`src/rtl/data_bus_arbiter.sv`:
```
// Two-master arbiter for the shared data memory port: core (m0) wins ties, m1 is forced in after STARVE_LIM m0 wins.
// Optional transaction statistics counters are built when DATA_BUS_ARB_STATS_EN is defined.
module data_bus_arbiter #(
   parameter int unsigned AW         = 8,
   parameter int unsigned DW         = 8,
   parameter int unsigned MEM_LAT    = 1,
   parameter int unsigned STARVE_LIM = 3
) (
   input  logic          clk_i,
   input  logic          rst_ni,
   input  logic          m0_req_i,
   input  logic          m0_rw_i,
   input  logic [AW-1:0] m0_addr_i,
   input  logic [DW-1:0] m0_wdata_i,
   output logic [DW-1:0] m0_rdata_o,
   output logic          m0_ack_o,
   input  logic          m1_req_i,
   input  logic          m1_rw_i,
   input  logic [AW-1:0] m1_addr_i,
   input  logic [DW-1:0] m1_wdata_i,
   output logic [DW-1:0] m1_rdata_o,
   output logic          m1_ack_o,
   output logic          mem_en_o,
   output logic          mem_rw_o,
   output logic [AW-1:0] mem_addr_o,
   output logic [DW-1:0] mem_wdata_o,
   input  logic [DW-1:0] mem_rdata_i,
   output logic [1:0]    grant_o,
   output logic [15:0]   stat_m0_cnt_o,
   output logic [15:0]   stat_m1_cnt_o
);

   localparam int unsigned SW = 4;
   localparam int unsigned LW = 3;
   localparam int unsigned CW = 16;

   typedef enum logic [1:0] {ST_IDLE, ST_ACCESS, ST_WAIT, ST_DONE} state_e;

   state_e          state_q, state_d;
   logic [1:0]      grant_q, grant_d;
   logic            rw_q, rw_d;
   logic [AW-1:0]   addr_q, addr_d;
   logic [DW-1:0]   wdata_q, wdata_d;
   logic [SW-1:0]   starve_q, starve_d;
   logic [LW-1:0]   lat_q, lat_d;
   logic [DW-1:0]   m0_rdata_q, m0_rdata_d;
   logic [DW-1:0]   m1_rdata_q, m1_rdata_d;
   logic            mem_en_q, mem_en_d;
   logic            mem_rw_q, mem_rw_d;
   logic            m0_ack_q, m0_ack_d;
   logic            m1_ack_q, m1_ack_d;
   logic            pick_m1;

   // Next-state, capture and registered-output decode
   always_comb begin
      state_d    = state_q;
      grant_d    = grant_q;
      rw_d       = rw_q;
      addr_d     = addr_q;
      wdata_d    = wdata_q;
      starve_d   = starve_q;
      lat_d      = lat_q;
      m0_rdata_d = m0_rdata_q;
      m1_rdata_d = m1_rdata_q;
      pick_m1    = 1'b0;
      case (state_q)
         ST_IDLE: begin
            grant_d = 2'b00;
            if (!m1_req_i) begin
               starve_d = '0;
            end
            if (m0_req_i || m1_req_i) begin
               pick_m1 = m1_req_i && (!m0_req_i || (starve_q == SW'(STARVE_LIM)));
               grant_d = {pick_m1, !pick_m1};
               rw_d    = pick_m1 ? m1_rw_i    : m0_rw_i;
               addr_d  = pick_m1 ? m1_addr_i  : m0_addr_i;
               wdata_d = pick_m1 ? m1_wdata_i : m0_wdata_i;
               if (pick_m1) begin
                  starve_d = '0;
               end else if (m1_req_i) begin
                  starve_d = starve_q + SW'(1);
               end
               state_d = ST_ACCESS;
            end
         end
         ST_ACCESS: begin
            lat_d   = LW'(MEM_LAT - 1);
            state_d = rw_q ? ST_DONE : ST_WAIT;
         end
         ST_WAIT: begin
            if (lat_q == '0) begin
               state_d = ST_DONE;
               if (grant_q[1]) begin
                  m1_rdata_d = mem_rdata_i;
               end else begin
                  m0_rdata_d = mem_rdata_i;
               end
            end else begin
               lat_d = lat_q - LW'(1);
            end
         end
         ST_DONE: begin
            grant_d = 2'b00;
            state_d = ST_IDLE;
         end
         default: begin
            grant_d = 2'b00;
            state_d = ST_IDLE;
         end
      endcase
      mem_en_d = (state_d == ST_ACCESS);
      mem_rw_d = (state_d == ST_ACCESS) && rw_d;
      m0_ack_d = (state_d == ST_DONE) && grant_d[0];
      m1_ack_d = (state_d == ST_DONE) && grant_d[1];
   end

   always_ff @(posedge clk_i) begin
      if (!rst_ni) begin
         state_q    <= ST_IDLE;
         grant_q    <= 2'b00;
         rw_q       <= 1'b0;
         addr_q     <= '0;
         wdata_q    <= '0;
         starve_q   <= '0;
         lat_q      <= '0;
         m0_rdata_q <= '0;
         m1_rdata_q <= '0;
         mem_en_q   <= 1'b0;
         mem_rw_q   <= 1'b0;
         m0_ack_q   <= 1'b0;
         m1_ack_q   <= 1'b0;
      end else begin
         state_q    <= state_d;
         grant_q    <= grant_d;
         rw_q       <= rw_d;
         addr_q     <= addr_d;
         wdata_q    <= wdata_d;
         starve_q   <= starve_d;
         lat_q      <= lat_d;
         m0_rdata_q <= m0_rdata_d;
         m1_rdata_q <= m1_rdata_d;
         mem_en_q   <= mem_en_d;
         mem_rw_q   <= mem_rw_d;
         m0_ack_q   <= m0_ack_d;
         m1_ack_q   <= m1_ack_d;
      end
   end

   assign m0_rdata_o  = m0_rdata_q;
   assign m1_rdata_o  = m1_rdata_q;
   assign m0_ack_o    = m0_ack_q;
   assign m1_ack_o    = m1_ack_q;
   assign mem_en_o    = mem_en_q;
   assign mem_rw_o    = mem_rw_q;
   assign mem_addr_o  = addr_q;
   assign mem_wdata_o = wdata_q;
   assign grant_o     = grant_q;

`ifdef DATA_BUS_ARB_STATS_EN
   logic [CW-1:0] stat_m0_q, stat_m1_q;

   // Completed-transaction counters, saturating; they step as DONE is entered
   always_ff @(posedge clk_i) begin
      if (!rst_ni) begin
         stat_m0_q <= '0;
         stat_m1_q <= '0;
      end else begin
         if (m0_ack_d && (stat_m0_q != '1)) begin
            stat_m0_q <= stat_m0_q + CW'(1);
         end
         if (m1_ack_d && (stat_m1_q != '1)) begin
            stat_m1_q <= stat_m1_q + CW'(1);
         end
      end
   end

   assign stat_m0_cnt_o = stat_m0_q;
   assign stat_m1_cnt_o = stat_m1_q;
`else
   assign stat_m0_cnt_o = CW'(0);
   assign stat_m1_cnt_o = CW'(0);
`endif

endmodule

```
`config.mk`:
```
export PLATFORM = sky130hd
export DESIGN_NAME = data_bus_arbiter
export DESIGN_NICKNAME = d
export VERILOG_FILES = /design/src/rtl/data_bus_arbiter.sv
export SDC_FILE = /design/constraint.sdc
export NUM_CORES = 1
export LEC_CHECK = 0
export ABC_AREA = 1
export BUFFER_PORTS_ARGS = -buffer_cell sky130_fd_sc_hd__clkbuf_2
export CAP_MARGIN = 40
export CORE_UTILIZATION = 43
export CTS_BUF_LIST = sky130_fd_sc_hd__clkbuf_4
export DETAILED_ROUTE_END_ITERATION = 16
export PLACE_DENSITY = 0.75
export SYNTH_ARGS = -nofsm -noshare
export SYNTH_HDL_FRONTEND = slang
export SYNTH_SLANG_ARGS = --single-unit
export TNS_END_PERCENT = 50
```
`constraint.sdc`:
```
create_clock -name clk_i -period 1.3 [get_ports clk_i]
set_input_delay 0 -clock clk_i [delete_from_list [all_inputs] [get_ports clk_i]]
set_output_delay 0 -clock clk_i [all_outputs]
set_load 0.02 [all_outputs]
```
==> results of run 1 <==
[stage by stage]
| step | instance area (sq um) | util [%] | total power (uW) | instances | setup TNS [ps] |
|---|---|---|---|---|---|
| 3_5_place_dp | 2920 | 55.7 | 4520 | 503 | -1950 |
| 6_report | 3700 | 70.7 | 6340 | 557 | -1100 |
| 2_1_floorplan | 2540 | - | 3660 | 369 | -112 |
| 4_1_cts | 3480 | 66.4 | 5650 | 551 | -692 |
| 3_3_place_gp | 2920 | 55.7 | 4480 | 503 | -775 |
| 5_1_grt | 3700 | 70.7 | 6700 | 557 | -3680 |
[layer usage]
layer	global-route usage [%]	vias up	wire length (um)
met4	10.0	0	309
met5	0	-	0
met3	5.48	33	592
met1	22.9	1214	2810
met2	43.4	155	3980
li1	-	1288	-
[repair_timing]
item / CTS / global route
hold endpoints to repair: 32 / 1
hold buffers: 37 / 1
resized for setup: 37 / 49
endpoints found under the setup margin: 36 / 44
buffers inserted: 3 / 3
pin swaps: 5 / 19
cloned: 0 / 2
[kinds of logic (layout without fill, tap and decap cells)]
kind of cell | after synthesis | in the layout | synth area share [%]
AND/OR/NAND/NOR | 141 | 141 | 25.4
adder cells (fa/ha/maj) | 7 | 7 | 3.65
AO/OA/AOI/OAI | 46 | 46 | 9.90
flip-flops | 48 | 48 | 40.0
buffers and inverters | 93 | 211 | 20.2
other | 1 | 32 | 0.156
XOR/XNOR | 2 | 2 | 0.729
[final timing paths]
kind,endpoint,slack (ps),cells after the start
worst max-delay path,m0_rdata_o[5]$_SDFFE_PN0P_,-100,10
worst max register to register,m0_rdata_o[5]$_SDFFE_PN0P_,-100,10
worst min-delay path,mem_addr_o[6]$_SDFFE_PN0P_,-0.3,5
worst min register to register,mem_wdata_o[4]$_SDFFE_PN0P_,470,2
[sequential cells by signal, indices dropped and copies added, names as in the netlist]
register     flops
mem_rw_o         1
mem_addr_o       8
m0_rdata_o       8
state_q          2
starve_q         4
mem_en_o         1
grant_o          2
rw_q             1
m1_rdata_o       8
m1_ack_o         1
mem_wdata_o      8
m0_ack_o         1
lat_q            3
[tightest hold or removal path, cell delays in order]
cell and delay [ps]:
clkbuf_2 80, inv_1 40, nand3_1 70, nand3_1 90
a21oi_1 60
[power by group through the flow]
stage                     logic (uW)  registers (uW)  clock network, uW
after global placement          2450            2030                  0
after CTS                       2750            2030                866
after detailed placement        2490            2030                  0
after floorplan                 1290            2370                  0
final                           3410            2070                862
after global routing            3670            2110                927
[final cells by class]
class / instances / area share, %
flip-flops and latches: 48 / 26.1
well taps: 70 / 2.36
repair buffers: 150 / 29.2
repair inverters: 2 / 0.304
clock buffers: 5 / 1.01
multi-input cells: 228 / 34.7
inverters: 51 / 5.30
clock inverters: 3 / 1.01
[cells in the final DEF, fill, tap and decap left out, types with 2 or more instances in the layout]
master         netlist  final
dfxtp_2              0      5
clkbuf_4             0      5
nand3_2              0      6
nand3_1             40     30
nand4_1              2      2
a21oi_2              0      9
nand3_4              0      4
xor2_1               2      2
conb_1               1     32
clkinv_1             0      2
buf_4               33     20
ha_4                 0      2
a21oi_1             24     15
nand2_1             50     46
ha_1                 7      3
nor2_1              45     42
o21ai_2              0      6
clkbuf_2             0     83
dfxtp_1             48     43
inv_2                2      8
nor2_2               1      2
nor2_4               1      3
buf_6                1      3
inv_1               49     42
nand2_2              0      4
buf_12               0      2
dlygate4sd3_1        0     38
o21ai_1              0      5
ha_2                 0      2
o21ai_0             19      7
buf_8                0      4
==> reports/metrics.cfg, run 1 <==
[run_status]
status = finished with violations
violations = hold timing, setup timing

[pwr]
p_int_uw = 3640
p_leak_uw = 0.00187
switchingPower_uw = 2700
p_sw_share_pct = 42.6
ir_drop_mv = 1.51
combPwrFrac_pct = 53.8
power_frac_clock_pct = 13.6
seq_power_share_pct = 32.6
p_per_area_nw_per_um2 = 1710

[worst_setup_path]
critPathTopFamily = simple AND/OR/NAND/NOR gates
crit_required_ps = 1620
r2r-start = lat_q[0]$_SDFFE_PN0P_
path_buf_inv = 4
cp_max_fo = 8
path_cells = inv_2 > ha_4 > inv_2 > nor2_4 > nand2_2 > buf_6 > nor2_4 > buf_8 > o21ai_4 > nor2_2
cp_data_arrival_time_ps = 1710
cp-start-kind = flop
crit_slowest_cell = dfxtp_2
startpoint = lat_q[0]$_SDFFE_PN0P_
crit_type = reg2reg
max_stage_delay_ps = 350
worstSetupEndpointType = flop

[sta]
slew_headroom_pct = 66.6
fin_hold_ws_ps = -0.307
drv_slew = 0
fin_skew_ps = 9.50
fmax_mhz = 717
worst_pin_slew_ps = 501
finalCritPeriodShare_pct = 107
layout_setup_ws_ps = -95.6
setup_viol = 30
period_needed_ps = 1400
hold_viol_final = 1
rsz0062_at_grt = yes

[floorplanning]
die_h_um = 76.7
ios = 116
row_count = 26
dieArea_sq_um = 5890
placeableCoreArea_sq_um = 5240
initial_core_util_pct = 45.9
die_x_um = 76.7

[yosys]
synth.most_common_cell = nand2_1
synth_ff_type = dfxtp_1
ys_top_cells_by_count = nand2_1 (50), inv_1 (49), dfxtp_1 (48)
synthTopCellsByArea = dfxtp_1 (40%), buf_4 (10%), nand3_1 (8.3%), nand2_1 (7.8%), inv_1 (7.7%)
synth_area_sq_um = 2400
yosysTopAreaCellShare_pct = 40.0
synth.avg_cell_area_sq_um = 7.11
yosysWarningCount = 0
synth_edf_count = 0
ys_seq_area_share_pct = 40.0
netlist_instances = 338
synth_largest_area_cell = dfxtp_1
ys_async_sr_fraction_pct = 0
synth_cell_type_count = 22
ys_ff_latch = 48

[detailed_routing]
drt_iter0_markers = 237
via_per_inst = 4.83
antenna_left = 0
drc_errors = 0
wl_per_cell_um = 13.8
vias = 2690
wl_mm = 7.69
first_pass_iters = 5

[placement]
place.detailed.hpwl_mm = 4.06
pre_cts_slack_ps = -144
io_buffers = 83
place.gp.congestion = 0.821

[global_routing]
antenna_found_initial = 0
grt_pass1_wl_mm = 10.8
grt_max_degree = 22
grt_pass1_vias = 2553
grt.overflow.total = 0
track_usage_pct = 22.7

[min_path]
min_from = m1_addr_i[6]
hp-class = in2reg

[clock_tree]
clk-insertion-delay-late_ps = 370
cts_buffers = 5
path_clk_slew_ps = 130
htreeDepth = 2
clock-sinks = 48
tritoncts = done
cts-root-to-sink-buffers = 2
clockRootBuffer = clkbuf_4

[cells_and_area]
fillers = 394
final_nets = 539
area_growth_pct = 54.2
drive_above_1_share_pct = 35.9
multiInputGateArea_sq_um = 1290
ff_latch_area_sq_um = 967
n_antenna_cell = 0

[run]
maxCapViolCount = 0

(Power assumes the default switching activity.)
==> inputs of run 2 (changes only) <==
- ABC_CLOCK_PERIOD_IN_PS: default -> 1300
- PLACE_DENSITY: 0.75 -> 0.9
- SLEW_MARGIN: default -> 25
==> run 2 against run 1 <==
Net effect: the run ends with setup timing left; routed wire length grew 8.9%; register-to-register slack lost 80 ps; clock power grew 7.5%; via count grew 6.0%; global-route usage grew 0.67 points; critical path depth shrank 2; sequential power is essentially flat; hold slack gained 15 ps; core utilization grew 0.14 points; sequential share of layout area is essentially flat; maximum frequency shrank 5.4%; design area grew 0.20%.
==> reports/metrics.cfg, run 2 (synthesis gave the netlist of run 1 again) <==
[cells_and_area]
area_growth_pct = 54.5  ; was 54.2%
n_antenna_cell = 0  ; unchanged
final_nets = 542  ; was 539
final_common_cell = clkbuf_2  ; unchanged
ff_latch_area_sq_um = 968  ; was 967 sq um
stdcell_count = 560  ; was 557
drive_above_1_share_pct = 37.3  ; was 35.9%
final_cell_mix = clkbuf_2 (83), nand2_1 (46), inv_1 (42), dfxtp_1 (42), nor2_1 (40)  ; was clkbuf_2 (83), nand2_1 (46), dfxtp_1 (43), inv_1 (42), nor2_1 (42)
final_cell_area_sq_um = 3710  ; was 3700 sq um
fillers = 343  ; was 394
multiInputGateArea_sq_um = 1320  ; was 1290 sq um

[pwr]
p_per_area_nw_per_um2 = 1670  ; was 1710 nW/um^2
p_leak_uw = 0.00188  ; was 0.00187 uW
p_total_uw = 6210  ; was 6340 uW
ir_drop_mv = 0.891  ; was 1.51 mV

[worst_setup_path]
cp-start-kind = flop  ; unchanged
crit_required_ps = 1580  ; was 1620 ps
cp_max_fo = 5  ; was 8
crit_type = reg2reg  ; unchanged
worstSetupEndpointType = flop  ; unchanged
cp_data_arrival_time_ps = 1760  ; was 1710 ps
r2r-start = lat_q[1]$_SDFFE_PN0P_  ; was lat_q[0]$_SDFFE_PN0P_
startpoint = lat_q[1]$_SDFFE_PN0P_  ; was lat_q[0]$_SDFFE_PN0P_

[detailed_routing]
vias = 2851  ; was 2,690
wl_per_cell_um = 15.0  ; was 13.8 um
antenna_left = 0  ; unchanged
drc_errors = 0  ; unchanged
via_per_inst = 5.09  ; was 4.83
wl_mm = 8.37  ; was 7.69 mm
first_pass_iters = 6  ; was 5
drt_iter0_markers = 288  ; was 237

[clock_tree]
path_clk_slew_ps = 160  ; was 130 ps
tritoncts = done  ; unchanged
clock-sinks = 48  ; unchanged
clockRootBuffer = clkbuf_4  ; unchanged
cts-root-to-sink-buffers = 2  ; unchanged
htreeDepth = 2  ; unchanged
clk-insertion-delay-late_ps = 380  ; was 370 ps
cts_buffers = 5  ; unchanged

[floorplanning]
dieArea_sq_um = 5890  ; unchanged
initial_core_util_pct = 45.9  ; unchanged
ios = 116  ; unchanged
die_x_um = 76.7  ; unchanged
row_count = 26  ; unchanged
placeableCoreArea_sq_um = 5240  ; unchanged
die_h_um = 76.7  ; unchanged

[sta]
period_needed_ps = 1470  ; was 1400 ps
hold_viol_final = 0  ; was 1
layout_setup_ws_ps = -175  ; was -95.6 ps
setup_viol = 33  ; was 30
rsz0062_at_grt = yes  ; unchanged
fmax_mhz = 678  ; was 717 MHz
drv_slew = 0  ; unchanged
fin_skew_ps = 25.1  ; was 9.50 ps
finalCritPeriodShare_pct = 113  ; was 107%

[placement]
place.gp.congestion = 0.849  ; was 0.821
io_buffers = 83  ; unchanged
placed_cells = 499  ; was 503
place.detailed.hpwl_mm = 4.07  ; was 4.06 mm
place_area_sq_um = 2890  ; was 2920 sq um
pre_cts_slack_ps = -185  ; was -144 ps

[global_routing]
track_usage_pct = 23.4  ; was 22.7%
grt_pass1_wl_mm = 11.2  ; was 10.8 mm
antenna_found_initial = 0  ; unchanged
grt_max_degree = 21  ; was 22
grt.overflow.total = 0  ; unchanged
grt_pass1_vias = 2472  ; was 2,553

[run_status]
status = finished with violations  ; unchanged
violations = setup timing  ; was hold timing, setup timing

[run]
maxCapViolCount = 0  ; unchanged

[min_path]
hp-class = in2reg  ; unchanged
min_from = m1_wdata_i[2]  ; was m1_addr_i[6]

## run 2: cell types whose count changed in the layout (fill, tap and decap cells not counted), sizes merged
cell / change
clkbuf: +1
dlygate4sd3: +1
buf: +1
nand2: +2
nand3: +1
clkinv: -3
## run 2: power breakdown
part / switching (uW) / leakage, uW / internal, uW
logic: 1960 / 0.00144 / 1250
registers: 246 / 0.000395 / 1830
clock network: 502 / 0.0000456 / 425
## run 2: cell type report
class | instances | area share (%)
clock buffer | 6 | 1.21
clock inverter | 2 | 0.944
inverter | 51 | 5.56
multi-input combinational | 231 | 35.6
sequential | 48 | 26.1
tap | 70 | 2.36
timing repair buffer | 152 | 28.2
## run 2: repair_timing
action                                  in CTS  in global routing
resized for setup                           28                 53
cloned                                       0                  4
buffers inserted                             2                  8
pin swaps                                    6                 23
endpoints found under the setup margin      42                 46
hold buffers                                39                  0
hold endpoints to repair                    34                  0
## run 2: per-layer routing
layer  GRT usage (%)  part of all wire (%)
met4            9.04                   2.5
met5               0                     0
met1            27.1                    37
met2            40.6                    52
met3            6.07                   8.7
## run 2: worst paths after layout
check,end,cells after the start,slack (ps)
worst max-delay path,m1_rdata_o[7]$_SDFFE_PN0P_,8,-170
worst min-delay path,mem_wdata_o[2]$_SDFFE_PN0P_,5,10
worst max register to register,m1_rdata_o[7]$_SDFFE_PN0P_,8,-170
worst min register to register,mem_wdata_o[0]$_SDFFE_PN0P_,2,480
## run 2: worst max-delay path, cell delays in order, from the launching register on
cell and delay, ps:
dfxtp_2 350, inv_2 70, ha_4 140, inv_2 40, nor2_4 140, buf_4 150
nand3_4 100, o21ai_0 270, nor2_1 110
## run 2: stage by stage
step	hold slack (ps)	setup TNS [ps]	util (%)
floorplan	135	-112	-
global placement	249	-764	55.1
detailed placement	256	-2470	55.1
CTS	1.72	-109	65.8
global route	17.6	-3750	70.9
finish	14.8	-1480	70.9
==> inputs of run 3 (changes only) <==
- ABC_CLOCK_PERIOD_IN_PS: 1300 -> 1550
- CORE_UTILIZATION: 43 -> 48
- PLACE_DENSITY: 0.9 -> 0.95
- clock period: 1.3 -> 1.55 ns (I/O delays scaled with it)
==> run 3 against run 2 <==
Net effect: the flow finishes with violations (hold timing); power shrank 31%; setup slack improved by 260 ps; global-route usage increased by 0.97 points; die area fell by 10%; sequential share of layout area grew 4.1 points; design area shrank 14%; flip-flop and latch count unchanged; clock power shrank 36%; routed wire length shrank 23%; non-clock buffer count fell by 27; hold slack got worse by 18 ps; via count is 12% lower; critical endpoint is now mem_wdata_o[5]$_SDFFE_PN0P_; highest routed layer unchanged.
==> reports/metrics.cfg, run 3 (synthesis gave the netlist of run 1 again) <==
[run_status]
status = finished with violations  ; unchanged
violations = hold timing  ; was setup timing

[sta]
drv_slew = 0  ; unchanged
fin_skew_ps = 19.0  ; was 25.1 ps
hold_viol_final = 2  ; was 0
fmax_mhz = 684  ; was 678 MHz
finalCritPeriodShare_pct = 94.4  ; was 113%
period_needed_ps = 1460  ; was 1470 ps
fin_hold_ws_ps = -2.71  ; was 14.8 ps
setup_viol = 0  ; was 33

[cells_and_area]
final_common_cell = clkbuf_2  ; unchanged
fillers = 389  ; was 343
final_cell_mix = clkbuf_2 (83), nand2_1 (50), inv_1 (47), dfxtp_1 (47), nor2_1 (45)  ; was clkbuf_2 (83), nand2_1 (46), inv_1 (42), dfxtp_1 (42), nor2_1 (40)
drive_above_1_share_pct = 23.9  ; was 37.3%
n_antenna_cell = 0  ; unchanged
area_growth_pct = 32.8  ; was 54.5%
final_nets = 512  ; was 542
stdcell_count = 527  ; was 560

[clock_tree]
clock-sinks = 48  ; unchanged
tritoncts = done  ; unchanged
clk-insertion-delay-late_ps = 370  ; was 380 ps
cts-root-to-sink-buffers = 2  ; unchanged
clockRootBuffer = clkbuf_4  ; unchanged
path_clk_slew_ps = 150  ; was 160 ps
htreeDepth = 2  ; unchanged
cts_buffers = 5  ; unchanged

[detailed_routing]
antenna_left = 0  ; unchanged
wl_mm = 6.44  ; was 8.37 mm
first_pass_iters = 5  ; was 6
wl_per_cell_um = 12.2  ; was 15.0 um
vias = 2523  ; was 2,851
drt_iter0_markers = 146  ; was 288
via_per_inst = 4.79  ; was 5.09
drc_errors = 0  ; unchanged

[floorplanning]
row_count = 25  ; was 26
ios = 116  ; unchanged
die_h_um = 72.7  ; was 76.7 um
initial_core_util_pct = 50.5  ; was 45.9%
die_x_um = 72.7  ; was 76.7 um
placeableCoreArea_sq_um = 4750  ; was 5240 sq um
dieArea_sq_um = 5290  ; was 5890 sq um

[run]
maxCapViolCount = 0  ; unchanged

[placement]
place.detailed.hpwl_mm = 4.10  ; was 4.07 mm
placed_cells = 485  ; was 499
place.gp.congestion = 0.871  ; was 0.849
io_buffers = 83  ; unchanged

[global_routing]
grt_pass1_wl_mm = 9.88  ; was 11.2 mm
antenna_found_initial = 0  ; unchanged
grt.overflow.total = 0  ; unchanged
grt_pass1_vias = 2348  ; was 2,472
track_usage_pct = 24.3  ; was 23.4%
grt_max_degree = 21  ; unchanged

[worst_setup_path]
cp_data_arrival_time_ps = 1760  ; about the same
crit_type = reg2reg  ; unchanged
crit_required_ps = 1850  ; was 1580 ps
worstSetupEndpointType = flop  ; unchanged
cp-start-kind = flop  ; unchanged
cp_max_fo = 17  ; was 5

[pwr]
p_leak_uw = 0.00169  ; was 0.00188 uW
ir_drop_mv = 0.810  ; was 0.891 mV
p_per_area_nw_per_um2 = 1340  ; was 1670 nW/um^2

[min_path]
hp-class = in2reg  ; unchanged

-- run 3: changes by cell type in the layout (fill, tap and decap cells not counted), moves of 5 or more --
cell           delta
nor2_1            +5
dfxtp_2           -5
dlygate4sd3_1     -6
inv_1             +5
a21oi_1          +10
buf_4            -18
nand3_2          -10
o21ai_0          +10
o21ai_1           -6
nand3_1          +10
a21oi_2          -10
dfxtp_1           +5
-- run 3: layer usage --
layer,share of wire [%],global-route usage (%),wire (um),vias up
li1,-,-,-,1235
met1,37,25.1,2390,1102
met2,51,45.2,3270,161
met3,8.5,5.66,548,25
met4,3.7,13.3,240,0
met5,0,0,0,-
-- run 3: final cells by class --
type                       instances  area, sq um  area share (%)
sequential                        48          962            30.2
inverter                          51          191            6.00
tap                               67         83.8            2.63
clock inverter                     2         11.3           0.353
timing repair buffer             125          817            25.6
clock buffer                       6         45.0            1.41
multi-input combinational        228         1080            33.8
-- run 3: report_power, final --
| part | switching (uW) | leakage, uW | internal (uW) |
|---|---|---|---|
| combinational | 1300 | 0.00127 | 690 |
| sequential | 173 | 0.000393 | 1530 |
| clock | 404 | 0.0000293 | 191 |
-- run 3: path summary, 6_finish.rpt --
| path | startpoint | endpoint | slack (ps) | depth (start not counted) |
|---|---|---|---|---|
| hold reg to reg | lat_q[0]$_SDFFE_PN0P_ | lat_q[0]$_SDFFE_PN0P_ | 470 | 1 |
| hold / removal | m1_addr_i[3] | mem_addr_o[3]$_SDFFE_PN0P_ | -3 | 5 |
| setup reg to reg | state_q[0]$_SDFF_PN0_ | mem_wdata_o[5]$_SDFFE_PN0P_ | 90 | 7 |
| setup / recovery | state_q[0]$_SDFF_PN0_ | mem_wdata_o[5]$_SDFFE_PN0P_ | 90 | 7 |
-- run 3: timing repair --
action | 4_1_cts | 5_1_grt
setup buffers | 0 | 1
endpoints found under the setup margin | 0 | 27
gates resized for setup | 0 | 7
hold buffers | 33 | 0
endpoints found under the hold margin | 32 | 0
-- run 3: metrics by stage --
stage | power [uW] | cell area [sq um] | setup TNS (ps) | worst slack, ps | utilization [%]
finish | 4280 | 3190 | 0 | 87.1 | 67.1
global route | 4550 | 3190 | -2.48 | -2.48 | 67.1
CTS | 4170 | 3170 | 0 | 34.5 | 66.7
detailed placement | 3540 | 2780 | 0 | 61.7 | 58.6
global placement | 3470 | 2780 | 0 | 96.1 | 58.6
floorplan | 3030 | 2520 | 0 | 176 | -
-- run 3: critical path, cell delays in order (launching register included) --
cell     delay, ps
dfxtp_1        380
inv_1           90
ha_2           220
inv_2          100
nor2_4          70
inv_2          240
nand2_1         80
a21oi_1        220
